## src/rtl/reset_seq_gen.sv

```systemverilog
// Multi-channel reset sequencer. It qualifies a synchronised PLL lock, then releases
// the reset channels in index order with programmable spacing.
//
// state | meaning
// HOLD  | all channels asserted; lock filter counting qualified-lock cycles
// WAIT  | lock qualified; counting INIT_DELAY before channel 0 release
// STEP  | releasing channels 1..NUM_CH-1, one every STAGE_DELAY cycles
// RUN   | every channel released; READY follows one cycle later
module reset_seq_gen #(
   parameter int NUM_CH       = 4,
   parameter int CNT_W        = 16,
   parameter int INIT_DELAY   = 400,
   parameter int STAGE_DELAY  = 16,
   parameter int LOCK_FILTER  = 8,
   parameter int ACTIVE_LEVEL = 0
) (
   input  logic              CLK,
   input  logic              RESETN,
   input  logic              LOCK,
   input  logic              SW_RST,
   output logic [NUM_CH-1:0] RESET_OUT,
   output logic              READY,
   output logic [1:0]        SEQ_STATE
);

   localparam int FILT_W = $clog2(LOCK_FILTER + 1);
   localparam int IDX_W  = (NUM_CH > 1) ? $clog2(NUM_CH) : 1;
   localparam logic [NUM_CH-1:0] ASSERTED = (ACTIVE_LEVEL != 0) ? '1 : '0;

   // reject parameter sets that would make the counters wrap or the sequence empty
   if (NUM_CH < 1 || NUM_CH > 16) begin : g_bad_num_ch
      $error("reset_seq_gen: NUM_CH must be 1..16");
   end
   if (CNT_W < 1) begin : g_bad_cnt_w
      $error("reset_seq_gen: CNT_W must be >= 1");
   end
   if (INIT_DELAY < 1 || STAGE_DELAY < 1 || LOCK_FILTER < 1) begin : g_bad_delay
      $error("reset_seq_gen: INIT_DELAY, STAGE_DELAY and LOCK_FILTER must be >= 1");
   end
   if (CNT_W < 31 && (INIT_DELAY >= (1 << CNT_W) || STAGE_DELAY >= (1 << CNT_W))) begin : g_bad_range
      $error("reset_seq_gen: delays must be < 2**CNT_W");
   end

   typedef enum logic [1:0] {
      S_HOLD = 2'd0,
      S_WAIT = 2'd1,
      S_STEP = 2'd2,
      S_RUN  = 2'd3
   } state_t;

   state_t              state_q, state_n;
   logic [1:0]          sync_q;
   logic                lock_s;
   logic                abort;
   logic [CNT_W-1:0]    cnt_q, cnt_n;
   logic [FILT_W-1:0]   filt_q, filt_n;
   logic [IDX_W-1:0]    idx_q, idx_n;
   logic [NUM_CH-1:0]   rel_q, rel_n;
   logic [NUM_CH-1:0]   out_q;
   logic                ready_q, ready_n;

   assign lock_s    = sync_q[1];
   assign abort     = !lock_s || SW_RST;
   assign rel_q     = out_q ^ ASSERTED;
   assign RESET_OUT = out_q;
   assign READY     = ready_q;
   assign SEQ_STATE = state_q;

   always_ff @(posedge CLK or negedge RESETN) begin
      if (!RESETN) begin
         sync_q  <= '0;
         state_q <= S_HOLD;
         cnt_q   <= '0;
         filt_q  <= '0;
         idx_q   <= '0;
         out_q   <= ASSERTED;
         ready_q <= 1'b0;
      end else begin
         sync_q  <= {sync_q[0], LOCK};
         state_q <= state_n;
         cnt_q   <= cnt_n;
         filt_q  <= filt_n;
         idx_q   <= idx_n;
         out_q   <= rel_n ^ ASSERTED;
         ready_q <= ready_n;
      end
   end

   always_comb begin
      state_n = state_q;
      cnt_n   = cnt_q;
      filt_n  = filt_q;
      idx_n   = idx_q;
      rel_n   = rel_q;
      ready_n = 1'b0;

      if (abort) begin
         state_n = S_HOLD;
         cnt_n   = '0;
         filt_n  = '0;
         idx_n   = '0;
         rel_n   = '0;
      end else begin
         case (state_q)
            S_HOLD: begin
               rel_n = '0;
               if (filt_q == FILT_W'(LOCK_FILTER)) begin
                  state_n = S_WAIT;
                  cnt_n   = '0;
                  filt_n  = '0;
               end else begin
                  filt_n = filt_q + FILT_W'(1);
               end
            end
            S_WAIT: begin
               if (cnt_q == CNT_W'(INIT_DELAY - 1)) begin
                  rel_n[0] = 1'b1;
                  cnt_n    = '0;
                  if (NUM_CH == 1) begin
                     state_n = S_RUN;
                     idx_n   = '0;
                  end else begin
                     state_n = S_STEP;
                     idx_n   = IDX_W'(1);
                  end
               end else begin
                  cnt_n = cnt_q + CNT_W'(1);
               end
            end
            S_STEP: begin
               if (cnt_q == CNT_W'(STAGE_DELAY - 1)) begin
                  for (int i = 0; i < NUM_CH; i++) begin
                     if (idx_q == IDX_W'(i)) rel_n[i] = 1'b1;
                  end
                  cnt_n = '0;
                  if (idx_q == IDX_W'(NUM_CH - 1)) begin
                     state_n = S_RUN;
                  end else begin
                     idx_n = idx_q + IDX_W'(1);
                  end
               end else begin
                  cnt_n = cnt_q + CNT_W'(1);
               end
            end
            S_RUN: begin
               ready_n = 1'b1;
            end
            default: begin
               state_n = S_HOLD;
               rel_n   = '0;
            end
         endcase
      end
   end

endmodule

```

## config.mk

```make
export PLATFORM = sky130hd
export DESIGN_NAME = reset_seq_gen
export DESIGN_NICKNAME = d
export VERILOG_FILES = /design/src/rtl/reset_seq_gen.sv
export SDC_FILE = /design/constraint.sdc
export NUM_CORES = 1
export LEC_CHECK = 0
export BUFFER_PORTS_ARGS = -buffer_cell sky130_fd_sc_hd__buf_4
export CAP_MARGIN = 15
export CORE_AREA = 4 4 74 76
export CTS_BUF_LIST = sky130_fd_sc_hd__clkbuf_8
export DETAILED_ROUTE_END_ITERATION = 8
export DIE_AREA = 0 0 78 80
export GPL_TIMING_DRIVEN = 0
export PLACE_DENSITY = 0.65
export SYNTH_ARGS = -nofsm -noshare
export SYNTH_HDL_FRONTEND = slang
export SYNTH_SLANG_ARGS = --single-unit
```

## constraint.sdc

```tcl
create_clock -name CLK -period 2.1 [get_ports CLK]
set_input_delay 0.105 -clock CLK [delete_from_list [all_inputs] [get_ports CLK]]
set_output_delay 0.105 -clock CLK [all_outputs]
set_load 0.02 [all_outputs]
```

==> out/results.tsv, run 1 <==
metric	value	unit
drt_iter0_drc	52	
yosysSeqAreaShare	42.55	%
p_per_area	521.4	mW/mm²
dieArea	0.006240	mm²
gr-usage-all-layers	12.59	%
gr-usage-met3	2.709	%
initial_core_util	38.60	%
postSynthAreaPerCell	9.645	µm²
worstPathRequired	2270	ps
fin_setup_tns	0	ps
synth_area_leaders	dfrtp_1, ha_1, nor2_1	
grt_pass1_wl	6203	µm
reg2reg_from	SEQ_STATE[0]	
synth_top_cell_by_area	dfrtp_1	
num_rows	25	
fp.dieH	80	µm
yosys.area.top_type_share	42.55	%
min_path_type	input pin to async pin	
drc	0	
crit_type	register to register	
rsz0062_at_grt	true	
multi_input_area	993.5	µm²
overflow	0	
syn2layout_area_growth	18.39	%
slew_headroom	61.71	%
vias_per_cell	5.057	
clock_latency	280	ps
slew_violations	0	
fmax	0.5090	GHz
worstReg2RegEnd	cnt_q[13]	
die_w	78	µm
routedWlPerCell	13.05	µm
leakagePower	0.0009182	µW
endpoint_kind	register	
clockBufferDepth	2	
io_pins	11	
grt_pass1_vias	1329	
p_sw_share	22.37	%
ant_nets	0	
critical_path_arrival	2140	ps
switchingPower	251.8	µW
cts-buffers-inserted	5	
insertedDiodeCount	0	
finalCriticalPeriod	1965	ps
intPower	873.6	µW
fillCellCount	457	
final_util	45.70	%
core_area	0.004723	mm²
ys_ff_latch	31	
rr_worst_depth	9	
synth_fp_nets	205	
synth_cells	189	
clkPwrFrac	41.9	%
route.vias.total	1416	
top_usage_layer	met2	
grt_use_met2	19.78	%
first_pass_iters	4	
vdd_drop_max	0.3900	mV
path_clk_slew	60	ps
synthFlopType	dfrtp_1	
synth_common_cells	dfrtp_1, nor2_1, nand2_1	
nets	229	
cts_tree	yes	
hold_viol	0	
seq_area	777.0	µm²
async_flop_share	100.0	%
synth_edf_count	0	
place_hpwl	2547	µm
drt-total-wl	3655	µm
clock_sinks	31	
status	complete, no violations	
cts-root-buf	clkbuf_8	
gp_congestion	0.8770	
cts.htree.levels	2	
startpoint_type	register	
grt_max_degree	32	
synthesis.area	0.001823	mm²
skew	5.158	ps
port_buffers	10	
post-route-period-util	93.55	%
antenna_found_initial	0	
yosysMostFrequentCell	dfrtp_1	
grt.met1_usage	16.62	%
tightest_slew	570.0	ps
setup_violations	0	
ys_warn_count	0	
comb_power_share	4.5	%
reg2reg_slack	140	ps
cap_viol_max_count	0	
ys_types	45	
drive_gt1_share	16.43	%
cp_max_fo	10	
pwr-share-seq	53.6	%
-- final cells by class --
type,instances,share of cell area [%]
buffer,6,1.797
clock buffer,6,3.826
clock inverter,1,0.2319
inverter,12,2.087
multi-input combinational,140,46.03
sequential,31,36.00
tap,67,3.884
timing repair buffer,17,6.145
-- worst max-delay path, stage by stage (launching register included) --
cell and delay (ps):
dfrtp_2 440, inv_1 90, ha_1 150, buf_4 170, nand4b_1 150, and3_1 200, buf_4 180, nor4_4 280
xnor2_1 150, nor2_1 50
-- timing repair --
| action | 4_1_cts | 5_1_grt |
|---|---|---|
| gates resized for setup | 0 | 4 |
| endpoints found under the setup margin | 0 | 10 |
| hold endpoints to repair | 32 | 0 |
| hold buffers | 2 | 0 |
| buffers inserted | 0 | 5 |
-- registers in the layout, indices dropped and copies added, names as in the netlist --
| register | flops |
|---|---|
| SEQ_STATE | 2 |
| READY | 1 |
| RESET_OUT | 4 |
| sync_q | 2 |
| cnt_q | 16 |
| idx_q | 2 |
| filt_q | 4 |
-- cells in the final DEF, fill, tap and decap left out, types with 2 or more instances in the layout --
cell type,netlist,layout
xor2_1,8,8
nand3_1,12,12
nor4_4,0,2
and3_1,2,2
nand4_1,9,9
a2bb2oi_1,2,2
clkbuf_8,0,6
nand2b_1,2,2
xnor2_1,4,4
nor2_1,22,22
and2_1,4,4
inv_1,11,11
nand2_1,13,13
ha_1,12,12
nor3_1,4,4
nor4_1,3,3
o22ai_1,2,2
a21oi_1,8,8
o21ai_0,4,4
mux2i_1,4,4
dfrtp_1,31,30
a31oi_1,2,2
buf_4,4,19
dlygate4sd3_1,0,2
-- stage by stage --
stage               total power (µW)  hold WS, ps  area, µm²  cells  setup WS, ps
finish                          1125        290.8       2158    280         135.4
global route                    1182        318.2       2158    280        -10.35
CTS                             1143        292.2       2090    275         21.62
global placement               661.8        64.71       1982    266         66.59
detailed placement             662.1        64.60       1982    266         49.73
floorplan                      638.0       -190.6       1823    189         71.59
-- per-layer routing --
layer  vias up  routed length, µm
met5         -                  0
met1       657               1821
met2        33               1620
met4         0                 70
li1        719                  -
met3         7                143
-- power groups by stage --
stage / logic [µW] / registers (µW) / clock network [µW]
after detailed placement: 47.5 / 615 / 0
final: 50.2 / 603 / 472
after CTS: 50.9 / 603 / 489
after global routing: 57.5 / 603 / 521
after global placement: 47.3 / 614 / 0
after floorplan: 24.1 / 614 / 0
-- worst max path at each step --
stage | cells past startpoint | start | slack [ps] | end
floorplan | 9 | SEQ_STATE[0] | 70 | cnt_q[13]
global placement | 9 | SEQ_STATE[0] | 70 | cnt_q[13]
detailed placement | 9 | SEQ_STATE[0] | 50 | cnt_q[12]
CTS | 9 | SEQ_STATE[0] | 20 | cnt_q[12]
global route | 9 | SEQ_STATE[0] | -10 | cnt_q[13]
finish | 9 | SEQ_STATE[0] | 140 | cnt_q[13]
-- logic make-up after synthesis --
logic type / Yosys count / synth area share, %
mux: 4 / 2.196
xor+xnor: 12 / 5.765
buf+inv: 18 / 4.598
fa+ha+maj: 12 / 8.236
simple gates: 83 / 24.85
flops: 31 / 42.55
compound gates: 29 / 11.81
No activity file was read; power rests on OpenSTA's default activity.
==> run 2: changes to the inputs <==
PLACE_DENSITY = 0.6   (was 0.65)
==> run 2 against run 1 <==
Effect of this change: final area down 1.4%; non-clock buffer count down 4; sequential cell count unchanged; sequential share of layout area up 0.51 points.
==> out/results.tsv, run 2 (synthesized netlist as in run 1, its figures left out) <==
metric	value	unit	change
num_rows	25		unchanged
rr_worst_depth	9		unchanged
fin_setup_tns	0	ps	unchanged
final_util	45.06	%	-0.64 points
drt_iter0_drc	71		+37%
syn2layout_area_growth	16.75	%	
first_pass_iters	4		unchanged
gr-usage-all-layers	12.86	%	+0.27 points
core_area	0.004723	mm²	unchanged
route.met3.wl	84	µm	-41%
grt_pass1_wl	6265	µm	+1.0%
dieArea	0.006240	mm²	unchanged
vdd_drop_max	0.3821	mV	-2.0%
status	complete, no violations		
cts_tree	yes		
clock_latency	280	ps	about the same
post-route-period-util	94.39	%	+0.84 points
design_area	0.002128	mm²	-1.4%
cap_viol_max_count	0		unchanged
clock_sinks	31		unchanged
dp.cells	266		unchanged
worstReg2RegEnd	cnt_q[13]		
insertedDiodeCount	0		unchanged
reg2reg_slack	120	ps	-20 ps
tightest_slew	534.2	ps	-35.82 ps
route.vias.total	1393		-1.6%
die_w	78	µm	unchanged
fmax	0.5045	GHz	-0.89%
cp-startpoint	SEQ_STATE[1]		
cts.htree.levels	2		unchanged
nets	225		-1.7%
skew	3.871	ps	-1.286 ps
antenna_found_initial	0		unchanged
wl_met2	1566	µm	-3.3%
grt_max_degree	32		unchanged
hold_viol	0		unchanged
place_hpwl	2515	µm	-1.2%
vias_per_cell	5.029		-0.56%
port_buffers	10		unchanged
worstPathRequired	2270	ps	about the same
slew_headroom	64.12	%	+2.4 points
regMostFlops	cnt_q		
dpl_cell_area	0.001982	mm²	unchanged
critical_path_arrival	2160	ps	+20 ps
cts-buffers-inserted	5		unchanged
wl_met1	1803	µm	-0.99%
top_layer	met4		
cp_max_fo	10		unchanged
leakagePower	0.0009014	µW	-1.8%
drive_gt1_share	14.76	%	-1.7 points
cts-root-buf	clkbuf_8		
finalCriticalPeriod	1982	ps	+17.65 ps
final_cell_mix	dfrtp_1, nor2_1, buf_4		
largest_reg_flops	16		unchanged
ant_nets	0		unchanged
reg2reg_from	SEQ_STATE[1]		
grt_pass1_vias	1372		+3.2%
io_pins	11		unchanged
fp.dieH	80	µm	unchanged
min_path_type	input pin to async pin		
endpoint_kind	register		
crit_type	register to register		
setup_violations	0		unchanged
final_cells	277		-1.1%
clockBufferDepth	2		unchanged
p_per_area	548.1	mW/mm²	+5.1%
initial_core_util	38.60	%	unchanged
drt-total-wl	3536	µm	-3.3%
overflow	0		unchanged
gp_congestion	0.8241		-6.0%
startpoint_type	register		
mostFrequentLayoutCell	dfrtp_1		
drc	0		unchanged
path_clk_slew	60	ps	about the same
routedWlPerCell	12.77	µm	-2.2%
slew_violations	0		unchanged
-- run 2: metrics by stage --
stage | power (µW) | hold WS, ps | worst slack, ps
floorplan | 638.0 | -190.6 | 71.59
global placement | 661.9 | 60.45 | 68.90
detailed placement | 662.0 | 62.08 | 67.52
CTS | 1187 | 299.0 | 55.36
global route | 1227 | 312.2 | -7.298
finish | 1166 | 282.9 | 117.7
-- run 2: layout make-up --
class | instances | area (µm²)
Buffer | 6 | 38.79
Clock buffer | 7 | 96.34
Clock inverter | 1 | 3.754
Fill cell | 460 | 2595
Inverter | 12 | 45.04
Multi-Input combinational cell | 140 | 980.9
Sequential cell | 31 | 777.0
Tap cell | 67 | 83.83
Timing Repair Buffer | 13 | 102.6
-- run 2: critical path, stage by stage, from the launching register on --
cell and delay [ps]:
dfrtp_1 400, inv_1 100, ha_1 180, buf_4 170, o21bai_1 170, and3_1 190, buf_4 180, nor4_4 280
xnor2_1 160, nor2_1 50
-- run 2: layer usage --
metal / global-route usage [%] / up-vias
li1: - / 713
met1: 16.70 / 662
met2: 19.61 / 12
met3: 3.160 / 6
met4: 6.993 / 0
met5: 0 / -
-- run 2: repair_timing --
| action | 4_1_cts | 5_1_grt |
|---|---|---|
| setup endpoints to repair | 0 | 2 |
| gates resized for setup | 0 | 3 |
| setup buffers | 0 | 1 |
| hold endpoints to repair | 32 | 0 |
| hold buffers | 2 | 0 |
-- run 2: power breakdown --
| part | switching, µW | total, µW | internal [µW] |
|---|---|---|---|
| logic | 33.9 | 49.9 | 16.0 |
| clock network | 219 | 513 | 294 |
| registers | 2.44 | 603 | 601 |
| total | 256 | 1170 | 911 |
-- run 2: how the worst max path moves through the flow --
| stage | to | slack (ps) | cells after the start |
|---|---|---|---|
| after floorplan | cnt_q[13] | 70 | 9 |
| after global placement | cnt_q[13] | 70 | 9 |
| after detailed placement | cnt_q[13] | 70 | 9 |
| after CTS | cnt_q[13] | 60 | 9 |
| after global routing | cnt_q[13] | -7 | 9 |
| final | cnt_q[13] | 120 | 9 |
